===== src/rtl/corelet_seq_if.sv =====
// Control/status bundle between corelet_seq and its surroundings: tile command,
// L0/OFIFO flow control, corelet instruction word and SRAM strobes.
interface corelet_seq_if #(
  parameter int len_bw  = 8,
  parameter int addr_bw = 11
);
  logic                start;
  logic [len_bw-1:0]   num_act;
  logic                acc_en;
  logic [addr_bw-1:0]  w_base;
  logic [addr_bw-1:0]  x_base;
  logic [addr_bw-1:0]  p_base;
  logic                l0_full;
  logic                ofifo_valid;
  logic [33:0]         inst;
  logic                xmem_rd;
  logic [addr_bw-1:0]  xmem_addr;
  logic                pmem_wr;
  logic [addr_bw-1:0]  pmem_addr;
  logic                busy;
  logic                done;

  modport master (
    output start, num_act, acc_en, w_base, x_base, p_base, l0_full, ofifo_valid,
    input  inst, xmem_rd, xmem_addr, pmem_wr, pmem_addr, busy, done
  );
  modport slave (
    input  start, num_act, acc_en, w_base, x_base, p_base, l0_full, ofifo_valid,
    output inst, xmem_rd, xmem_addr, pmem_wr, pmem_addr, busy, done
  );
endinterface


===== src/rtl/corelet_seq.sv =====
// Tile sequencer: kernel load/shift, activation load/execute, OFIFO drain to pmem.
// Optional CORELET_SEQ_PERF_EN adds saturating busy-cycle and stall counters.
module corelet_seq #(
  parameter int row     = 8,
  parameter int col     = 8,
  parameter int len_bw  = 8,
  parameter int addr_bw = 11
) (
  input  logic clk,
  input  logic reset,
  corelet_seq_if.slave bus
`ifdef CORELET_SEQ_PERF_EN
  ,
  output logic [31:0] perf_cycles,
  output logic [31:0] perf_stalls
`endif
);
  localparam int CW = len_bw + 1;
  localparam logic [CW-1:0] ONE = CW'(1);

  typedef enum logic [2:0] {IDLE, KLOAD, KSHIFT, ALOAD, EXEC, DRAIN, OREAD, DONE} state_t;

  state_t              state, state_d;
  logic [CW-1:0]       cnt, cnt_d, n_q, ld_len;
  logic                acc_q, accept;
  logic [addr_bw-1:0]  w_q, x_q, p_q;

  // next-cycle output values
  logic                xrd_d, l0rd_d, ord_d, acc_d, busy_d, done_d;
  logic [1:0]          mac_d;
  logic [addr_bw-1:0]  xaddr_d, paddr_d;

  // [0] strobe, [1] same strobe one cycle later (the write of the fetched word)
  logic [1:0]          xrd_pipe, ord_pipe;
  logic                l0_rd_q, acc_o, busy_q, done_q;
  logic [1:0]          mac_q;
  logic [addr_bw-1:0]  xmem_addr_q, pa_stage, pmem_addr_q;

  assign accept = (state == IDLE) && bus.start && (bus.num_act != '0);
  assign ld_len = (state == KLOAD) ? CW'(row) : n_q;

  always_ff @(posedge clk or posedge reset) begin
    if (reset) begin
      state <= IDLE;
      cnt   <= '0;
      n_q   <= '0;
      acc_q <= 1'b0;
      w_q   <= '0;
      x_q   <= '0;
      p_q   <= '0;
    end else begin
      state <= state_d;
      cnt   <= cnt_d;
      if (accept) begin
        n_q   <= {1'b0, bus.num_act};
        acc_q <= bus.acc_en;
        w_q   <= bus.w_base;
        x_q   <= bus.x_base;
        p_q   <= bus.p_base;
      end
    end
  end

  always_comb begin
    state_d = state;
    cnt_d   = cnt;
    case (state)
      IDLE:   if (accept) begin state_d = KLOAD; cnt_d = '0; end
      KLOAD, ALOAD:
        // last cycle is the tail that lets the final fetched word land in L0
        if (cnt == ld_len) begin
          state_d = (state == KLOAD) ? KSHIFT : EXEC;
          cnt_d   = '0;
        end else if (!bus.l0_full) cnt_d = cnt + ONE;
      KSHIFT:
        if (cnt == CW'(row + col - 1)) begin state_d = ALOAD; cnt_d = '0; end
        else cnt_d = cnt + ONE;
      EXEC:
        if (cnt == n_q - ONE) begin state_d = DRAIN; cnt_d = '0; end
        else cnt_d = cnt + ONE;
      DRAIN: begin
        cnt_d = '0;
        if (bus.ofifo_valid) state_d = OREAD;
      end
      OREAD:
        if (cnt == n_q) state_d = DONE;
        else if (bus.ofifo_valid) cnt_d = cnt + ONE;
      DONE:   state_d = IDLE;
      default: state_d = IDLE;
    endcase
  end

  always_comb begin
    xrd_d   = (state == KLOAD || state == ALOAD) && (cnt != ld_len) && !bus.l0_full;
    xaddr_d = '0;
    if (xrd_d) xaddr_d = ((state == KLOAD) ? w_q : x_q) + addr_bw'(cnt);
    l0rd_d  = ((state == KSHIFT) && (cnt < CW'(row))) || (state == EXEC);
    mac_d   = 2'b00;
    if (state == KSHIFT && cnt < CW'(row)) mac_d = 2'b01;
    else if (state == EXEC)                mac_d = 2'b10;
    ord_d   = (state == OREAD) && (cnt != n_q) && bus.ofifo_valid;
    paddr_d = p_q + addr_bw'(cnt);
    acc_d   = (state == OREAD) && acc_q;
    busy_d  = (state != IDLE);
    done_d  = (state == DONE);
  end

  always_ff @(posedge clk or posedge reset) begin
    if (reset) begin
      xrd_pipe    <= '0;
      ord_pipe    <= '0;
      xmem_addr_q <= '0;
      pa_stage    <= '0;
      pmem_addr_q <= '0;
      l0_rd_q     <= 1'b0;
      mac_q       <= '0;
      acc_o       <= 1'b0;
      busy_q      <= 1'b0;
      done_q      <= 1'b0;
    end else begin
      xrd_pipe    <= {xrd_pipe[0], xrd_d};
      ord_pipe    <= {ord_pipe[0], ord_d};
      xmem_addr_q <= xaddr_d;
      pa_stage    <= paddr_d;
      pmem_addr_q <= ord_pipe[0] ? pa_stage : '0;
      l0_rd_q     <= l0rd_d;
      mac_q       <= mac_d;
      acc_o       <= acc_d;
      busy_q      <= busy_d;
      done_q      <= done_d;
    end
  end

  assign bus.inst      = {acc_o, 26'd0, ord_pipe[0], 2'b00, l0_rd_q, xrd_pipe[1], mac_q};
  assign bus.xmem_rd   = xrd_pipe[0];
  assign bus.xmem_addr = xmem_addr_q;
  assign bus.pmem_wr   = ord_pipe[1];
  assign bus.pmem_addr = pmem_addr_q;
  assign bus.busy      = busy_q;
  assign bus.done      = done_q;

`ifdef CORELET_SEQ_PERF_EN
  logic stall;
  assign stall = ((state == KLOAD || state == ALOAD) && (cnt != ld_len) && bus.l0_full) ||
                 ((state == OREAD) && (cnt != n_q) && !bus.ofifo_valid);

  always_ff @(posedge clk or posedge reset) begin
    if (reset) begin
      perf_cycles <= '0;
      perf_stalls <= '0;
    end else if (accept) begin
      perf_cycles <= '0;
      perf_stalls <= '0;
    end else begin
      if (busy_q && perf_cycles != '1) perf_cycles <= perf_cycles + 32'd1;
      if (stall  && perf_stalls != '1) perf_stalls <= perf_stalls + 32'd1;
    end
  end
`endif
endmodule


===== src/flat_wrapper.sv =====
// flat-port wrapper written by rule: the top's interface ports become plain ports
module corelet_seq_flat 
#(
  parameter int row     = 8,
  parameter int col     = 8,
  parameter int len_bw  = 8,
  parameter int addr_bw = 11
)
  (clk, reset, bus_start, bus_num_act, bus_acc_en, bus_w_base, bus_x_base, bus_p_base, bus_l0_full, bus_ofifo_valid, bus_inst, bus_xmem_rd, bus_xmem_addr, bus_pmem_wr, bus_pmem_addr, bus_busy, bus_done);
  corelet_seq_if #(.len_bw(len_bw), .addr_bw(addr_bw)) bus_i ();
  input  logic clk;
  input  logic reset;
  input wire logic [$bits(bus_i.start)-1:0] bus_start;
  input wire logic [$bits(bus_i.num_act)-1:0] bus_num_act;
  input wire logic [$bits(bus_i.acc_en)-1:0] bus_acc_en;
  input wire logic [$bits(bus_i.w_base)-1:0] bus_w_base;
  input wire logic [$bits(bus_i.x_base)-1:0] bus_x_base;
  input wire logic [$bits(bus_i.p_base)-1:0] bus_p_base;
  input wire logic [$bits(bus_i.l0_full)-1:0] bus_l0_full;
  input wire logic [$bits(bus_i.ofifo_valid)-1:0] bus_ofifo_valid;
  output wire logic [$bits(bus_i.inst)-1:0] bus_inst;
  output wire logic [$bits(bus_i.xmem_rd)-1:0] bus_xmem_rd;
  output wire logic [$bits(bus_i.xmem_addr)-1:0] bus_xmem_addr;
  output wire logic [$bits(bus_i.pmem_wr)-1:0] bus_pmem_wr;
  output wire logic [$bits(bus_i.pmem_addr)-1:0] bus_pmem_addr;
  output wire logic [$bits(bus_i.busy)-1:0] bus_busy;
  output wire logic [$bits(bus_i.done)-1:0] bus_done;
  assign bus_i.start = bus_start;
  assign bus_i.num_act = bus_num_act;
  assign bus_i.acc_en = bus_acc_en;
  assign bus_i.w_base = bus_w_base;
  assign bus_i.x_base = bus_x_base;
  assign bus_i.p_base = bus_p_base;
  assign bus_i.l0_full = bus_l0_full;
  assign bus_i.ofifo_valid = bus_ofifo_valid;
  assign bus_inst = bus_i.inst;
  assign bus_xmem_rd = bus_i.xmem_rd;
  assign bus_xmem_addr = bus_i.xmem_addr;
  assign bus_pmem_wr = bus_i.pmem_wr;
  assign bus_pmem_addr = bus_i.pmem_addr;
  assign bus_busy = bus_i.busy;
  assign bus_done = bus_i.done;
  corelet_seq #(.row(row), .col(col), .len_bw(len_bw), .addr_bw(addr_bw)) u_core (.clk(clk), .reset(reset), .bus(bus_i));
endmodule

===== config.mk =====
export PLATFORM = sky130hd
export DESIGN_NAME = corelet_seq_flat
export DESIGN_NICKNAME = d
export VERILOG_FILES = /design/src/rtl/corelet_seq_if.sv /design/src/rtl/corelet_seq.sv /design/src/flat_wrapper.sv
export SDC_FILE = /design/constraint.sdc
export NUM_CORES = 1
export LEC_CHECK = 0
export BUFFER_PORTS_ARGS = -buffer_cell sky130_fd_sc_hd__buf_2
export CORE_ASPECT_RATIO = 1.75
export CORE_MARGIN = 8
export CORE_UTILIZATION = 45
export CTS_CLUSTER_DIAMETER = 80
export DETAILED_ROUTE_END_ITERATION = 12
export HOLD_SLACK_MARGIN = 0.02
export PLACE_DENSITY = 0.67
export REMOVE_ABC_BUFFERS = 1
export SETUP_SLACK_MARGIN = 0.05
export SYNTH_ARGS = -nofsm -noshare
export SYNTH_HDL_FRONTEND = slang
export SYNTH_SLANG_ARGS = --single-unit

===== constraint.sdc =====
create_clock -name clk -period 4.45 [get_ports clk]
set_clock_uncertainty 0.15 [all_clocks]
set_input_delay 0.445 -clock clk [delete_from_list [all_inputs] [get_ports clk]]
set_output_delay 0.445 -clock clk [all_outputs]
set_load 0.01 [all_outputs]

== After elaboration in Yosys (flattened, before gate mapping) ==
Cells that the tools add are included.

* Add/sub/neg operators: 4
* Multiply operators: 0
* Divide/modulo/power cells: 0
* $lt $le $gt $ge: 1
* Eq/ne operators: 22
* Shift-type cells: 0
* Mux-type cells: 22
* Bitwise logic cells: 0
* Reductions and logical operators: 18

{| class="wikitable"
|+ Operators with widths
! kind !! number
|-
| $mux 9 || 7
|-
| $pmux 9 s6 || 1
|-
| $mux 11 || 3
|-
| $add 11x9->11 || 2
|-
| $mux 3 || 7
|-
| $pmux 3 s7 || 1
|-
| $eq 9x9->1 || 2
|-
| $eq 3x3->1 const B || 4
|-
| $ne 2x1->1 const B || 5
|-
| $add 9x1->9 const B || 1
|-
| $eq 9x4->1 const B || 1
|-
| $eq 9x8->1 || 1
|-
| $lt 9x4->1 const B || 1
|-
| $ne 9x8->1 || 1
|-
| $ne 9x9->1 || 1
|-
| $sub 8x1->9 const B || 1
|-
| $logic_and 1x1->1 || 8
|-
| $mux 8 || 1
|-
| $reduce_bool 8->1 || 1
|-
| $eq 3x2->1 const B || 2
|-
| $ne 2x2->1 const B || 3
|-
| $reduce_and 6->1 || 1
|-
| $reduce_bool 6->1 || 1
|-
| $reduce_and 5->1 || 1
|-
| 8 further kinds || 10
|}

* Flip-flop bits (word level): 97
* Bits in latches: 0
* Memory bits (writable): 0
* Memory bits (read-only): 0
* Input port bits: 47
* Output and inout port bits: 60
* Logic and storage cells: 84
* Memories: 0

== Depth between registers and ports, before layout ==
* Depth after elaboration: 6
* Gate-level depth with buffers: 13
* Mapped depth without buffers: 11

== Least setup slack after synthesis ==
Ideal clock, no wire load.

* Path kind: flip-flop to flip-flop
* Start point: reg u_core.state[1]
* End point: reg u_core.xmem_addr_q[8] (netlist: u_core.bus.xmem_addr[8])
* Library setup time: 0.121 ns
* Arrival: 3.010 ns
* Required time: 4.179 ns
* Slack: 1.169 ns
* Cell stages (with the launch flop): 14
* Buffers on the path: 2
* Period minus slack after synthesis: 3.281 ns
* Cell sequence: dfrtp_1 buf_2 nor3b_1 clkbuf_1 mux2_2 ha_1 fa_1 a21oi_1 o21bai_1 a21oi_1 o21ai_0 a21oi_1 xor2_1 nor2_1

* Word-level cells in the longest chain between the ends: 6
* Elaborated cells on any way between the ends: 10
* Those cells by class: add/sub: 1; eq/ne: 3; mux: 3; reduce/logical: 3

{| class="wikitable"
|+ Ends and longest elaborated chain
! element !! line !! RTL
|-
| from (decl) || corelet_seq.sv:23 || <nowiki>state_t state, state_d;</nowiki>
|-
| from (signal assigned) || corelet_seq.sv:52 || <nowiki>state <= state_d;</nowiki>
|-
| parallel branches: the longest is 5 deep, another holds $add 11x9->11 || n/a ||
|-
| $mux 11 * || corelet_seq.sv:96 || <nowiki>if (xrd_d) xaddr_d = ((state == KLOAD) ? w_q : x_q) + addr_bw'(cnt);</nowiki>
|-
| via u_core.xaddr_d[8] || corelet_seq.sv:31 || <nowiki>logic [addr_bw-1:0] xaddr_d, paddr_d;</nowiki>
|-
| to (signal assigned) || corelet_seq.sv:123 || <nowiki>xmem_addr_q <= xaddr_d;</nowiki>
|-
| to (decl) || corelet_seq.sv:37 || <nowiki>logic [addr_bw-1:0] xmem_addr_q, pa_stage, pmem_addr_q;</nowiki>
|}

Mark *: on every way through the listed nets, which the timed path passes.
A chain may end at the register's enable or synchronous reset.

== Worst setup path after layout ==
* Start point: reg u_core.state[1]
* End point: reg u_core.xmem_addr_q[9] (netlist: u_core.bus.xmem_addr[9])

The elaborated chain is that of the path after synthesis.

==> qor.txt <==
run status = finished clean
portion of the post-synthesis area used by sequential elements = 0.460
cell-internal power = 2.49 mW
area of the die = 15600 sq um
post-synthesis area per instance = 11.1 sq um
max-cap check violation count = 0
Max H-tree Level = 3
vias = 3702
number of register bits inferred by synthesis = 97
overall routing resource usage = 0.154
remaining design rule violation count = 0
post-route core utilization = 0.515
clock slew seen by the registers of the worst setup and hold paths = 70 ps
clk buf depth = 2
total routed wire length on the met1 layer = 4120 um
final weighted congestion in routability-driven placement = 0.884
final standard cell count with taps included and fillers excluded = 688
number of placed instances with taps included = 672
number of nets still failing antenna checks after routing = 0
CP endpoint kind = flop
CTS Root Cell = sky130_fd_sc_hd__clkbuf_16
post-synthesis to final-layout area growth = 12.4%
RSZ-0062 raised after global routing = no
via density per instance = 5.38
mapped cell area = 5280 sq um
core area = 11500 sq um
setup TNS = 0 ps
Crit Path Category = flop to flop
antenna violations before repair = 0
final hold violation count = 0
maximum fanout along the worst path = 11
Layout Nets = 617
fin. max-slew vios = 0
power share of the combinational group = 0.436
total power = 4.05 mW
Remaining Overflow, GRT = 0
global-route wire length before repair = 19100 um
most frequently used flop master after synthesis = sky130_fd_sc_hd__dfrtp_1
Sw Pwr = 1.56 mW
number of design-rule violations left by the first detailed-router iteration = 124
number of endpoints failing setup at the final stage = 0
synthesized netlist cell count = 477
TritonCTS buffer count = 9
data required time at the worst endpoint = 4500 ps
TritonCTS clock tree = done
Slew @ Worst Pin = 998 ps
Die X = 97.9 um
post-route cell area = 5930 sq um
Wirelength per Cell = 17.0 um
starting utilization of the core area = 0.458
Site Rows = 52
total met3 wirelength after detailed routing = 503 um
fraction of final layout cells with drive strength greater than 1 = 0.311
ys async rst share = 1.00
worst-case headroom to the max-slew limit = 0.333
final HPWL from detailed placement = 8940 um
fraction of power consumed by the clock network = 0.189
worst ir drop on vdd = 0.301 mV
diode count = 0
wire length on met2 = 6530 um
final period utilization = 0.731
Synth Warn # = 0
number of hold buffers added after cts = 0
EDFF count, synth = 0
number of sinks driven by the clock tree = 97
final critical path time including I/O delays and setup = 3250 ps
number of ports placed on the die boundary = 107
die outline height = 159 um
areal power density over the cells = 683 nW/um^2
arrival time of data at the critical path endpoint = 3300 ps
Port-buffer cells = 78
Total Wirelength = 11700 um
largest net degree at the start of global routing = 67
post-cts resize count = 0
startpoint type of the worst setup path = flop
power share of the sequential group = 0.376
postcts setup bufs = 0
path class of the lowest-slack min-delay path = primary input to asynchronous set/reset pin
leak pwr = 2.85 nW
switching part of the total = 0.386
first-pass iteration count of the detailed router = 5
via count of the first global-routing pass = 4028
area of placed instances = 5630 sq um
Cell variety after synth = 71
achievable frequency = 0.308 GHz
worst-skew pair later-pin latency = 340 ps
DR top layer = met4
[path summary, 6_finish.rpt]
check	startpoint	endpoint	slack, ps	cells past startpoint
min	reset	u_core.bus.pmem_addr[0]	110	2
max reg2reg	u_core.state[1]	u_core.bus.xmem_addr[9]	1200	10
min in group clk	bus_x_base[3]	u_core.x_q[3]	180	2
max	u_core.state[1]	u_core.bus.xmem_addr[9]	1200	10
min reg2reg	u_core.xrd_pipe[0]	u_core.xrd_pipe[1]	230	0
max in group asynchronous	reset	u_core.bus.busy	3100	3
[placed cells by master (no fill, tap or decap), drive strengths merged, types with 20 or more instances in the layout]
cell   synthesis  final
mux2          53     53
ha            20     20
dfrtp         97     97
nand2         25     25
xnor2         20     20
conb           1     28
nor2          26     26
inv           20     23
buf           42     80
[worst max-delay path, cell delays in order, from the launching register on]
cell                       delay [ps]
sky130_fd_sc_hd__dfrtp_1          500
sky130_fd_sc_hd__nor3b_2          440
sky130_fd_sc_hd__buf_4            280
sky130_fd_sc_hd__mux2_2           350
sky130_fd_sc_hd__ha_1             310
sky130_fd_sc_hd__a21oi_1          210
sky130_fd_sc_hd__o21bai_1          90
sky130_fd_sc_hd__a21oi_1          230
sky130_fd_sc_hd__o21ai_0          210
sky130_fd_sc_hd__nor4_1           230
sky130_fd_sc_hd__a211oi_1         100
[stage by stage]
| step | hold slack [ps] | worst slack [ps] |
|---|---|---|
| floorplan | 266 | 842 |
| global placement | 214 | 1340 |
| detailed placement | 217 | 1220 |
| CTS | 130 | 1210 |
| global route | 173 | 1020 |
| finish | 106 | 1200 |
[sequential cells by signal, summed over array words and instances, names as in the netlist, 2 cells and up]
| signal | cells |
|---|---|
| u_core.p_q | 11 |
| u_core.bus.pmem_addr | 11 |
| u_core.x_q | 11 |
| u_core.w_q | 11 |
| u_core.n_q | 8 |
| u_core.state | 3 |
| u_core.cnt | 9 |
| u_core.pa_stage | 11 |
| u_core.bus.xmem_addr | 11 |
| u_core.mac_q | 2 |
| u_core.xrd_pipe | 2 |
| u_core.ord_pipe | 2 |
[cell families (layout without fill, tap and decap cells)]
logic type               after synthesis  count (layout)  share of synthesized area
AO/OA/AOI/OAI                         77              77                      0.108
XOR/XNOR                              25              25                     0.0415
adder cells (fa/ha/maj)               22              22                     0.0550
buffers and inverters                 67             116                     0.0766
flip-flops                            97              97                      0.460
multiplexers                          56              56                      0.119
other                                  1              28                   0.000711
AND/OR/NAND/NOR                      132             132                      0.140
[power groups by stage]
stage | logic, mW | registers [mW] | clock network (mW)
after detailed placement | 1.78 | 1.54 | 0
after CTS | 1.79 | 1.53 | 0.780
after floorplan | 1.34 | 1.48 | 0
after global routing | 1.97 | 1.58 | 0.815
after global placement | 1.73 | 1.53 | 0
final | 1.77 | 1.52 | 0.764
[cell type report]
cell class | instances | area (sq um)
Inverter | 20 | 77.6
Tap cell | 135 | 169
Fill cell | 1051 | 5580
Clock buffer | 10 | 239
Timing Repair Buffer | 80 | 405
Multi-Input combinational cell | 340 | 2550
Clock inverter | 6 | 60.1
Sequential cell | 97 | 2430
[cell usage after synthesis, types with 2 or more instances]
library cell,n,share of area
sky130_fd_sc_hd__o21ai_1,4,0.0038
sky130_fd_sc_hd__nor3_1,12,0.011
sky130_fd_sc_hd__or4_4,3,0.0064
sky130_fd_sc_hd__and3_1,4,0.0047
sky130_fd_sc_hd__a311oi_1,2,0.0033
sky130_fd_sc_hd__buf_6,3,0.0064
sky130_fd_sc_hd__nor2b_1,7,0.0083
sky130_fd_sc_hd__nand2b_1,8,0.0095
sky130_fd_sc_hd__buf_1,4,0.0028
sky130_fd_sc_hd__nand2_1,25,0.018
sky130_fd_sc_hd__a31oi_1,3,0.0036
sky130_fd_sc_hd__nand3_1,10,0.0095
sky130_fd_sc_hd__fa_1,2,0.0076
sky130_fd_sc_hd__and2_1,13,0.015
sky130_fd_sc_hd__clkbuf_1,3,0.0021
sky130_fd_sc_hd__dfrtp_1,97,0.46
sky130_fd_sc_hd__xnor2_1,20,0.033
sky130_fd_sc_hd__nor4b_1,2,0.0033
sky130_fd_sc_hd__nor2_1,23,0.016
sky130_fd_sc_hd__a21o_1,6,0.0085
sky130_fd_sc_hd__nor4_1,7,0.0083
sky130_fd_sc_hd__nor3b_1,2,0.0028
sky130_fd_sc_hd__nor3_2,2,0.0038
sky130_fd_sc_hd__nor2_2,3,0.0036
sky130_fd_sc_hd__a22o_1,2,0.0033
sky130_fd_sc_hd__a21oi_1,17,0.016
sky130_fd_sc_hd__inv_1,20,0.014
sky130_fd_sc_hd__buf_2,5,0.0047
sky130_fd_sc_hd__a21boi_0,3,0.0043
sky130_fd_sc_hd__ha_1,20,0.047
sky130_fd_sc_hd__mux2i_1,3,0.0057
sky130_fd_sc_hd__o21ai_0,13,0.012
sky130_fd_sc_hd__mux2_2,53,0.11
sky130_fd_sc_hd__xor2_1,5,0.0083
sky130_fd_sc_hd__o21bai_1,4,0.0057
sky130_fd_sc_hd__buf_4,30,0.043
sky130_fd_sc_hd__a211oi_1,3,0.0043
[layer usage]
layer	up-vias	GRT usage
met3	28	0.0355
met2	90	0.289
met1	1820	0.143
li1	1764	-
met5	-	0
met4	0	0.0992
Power figures use the tool's default switching activity.
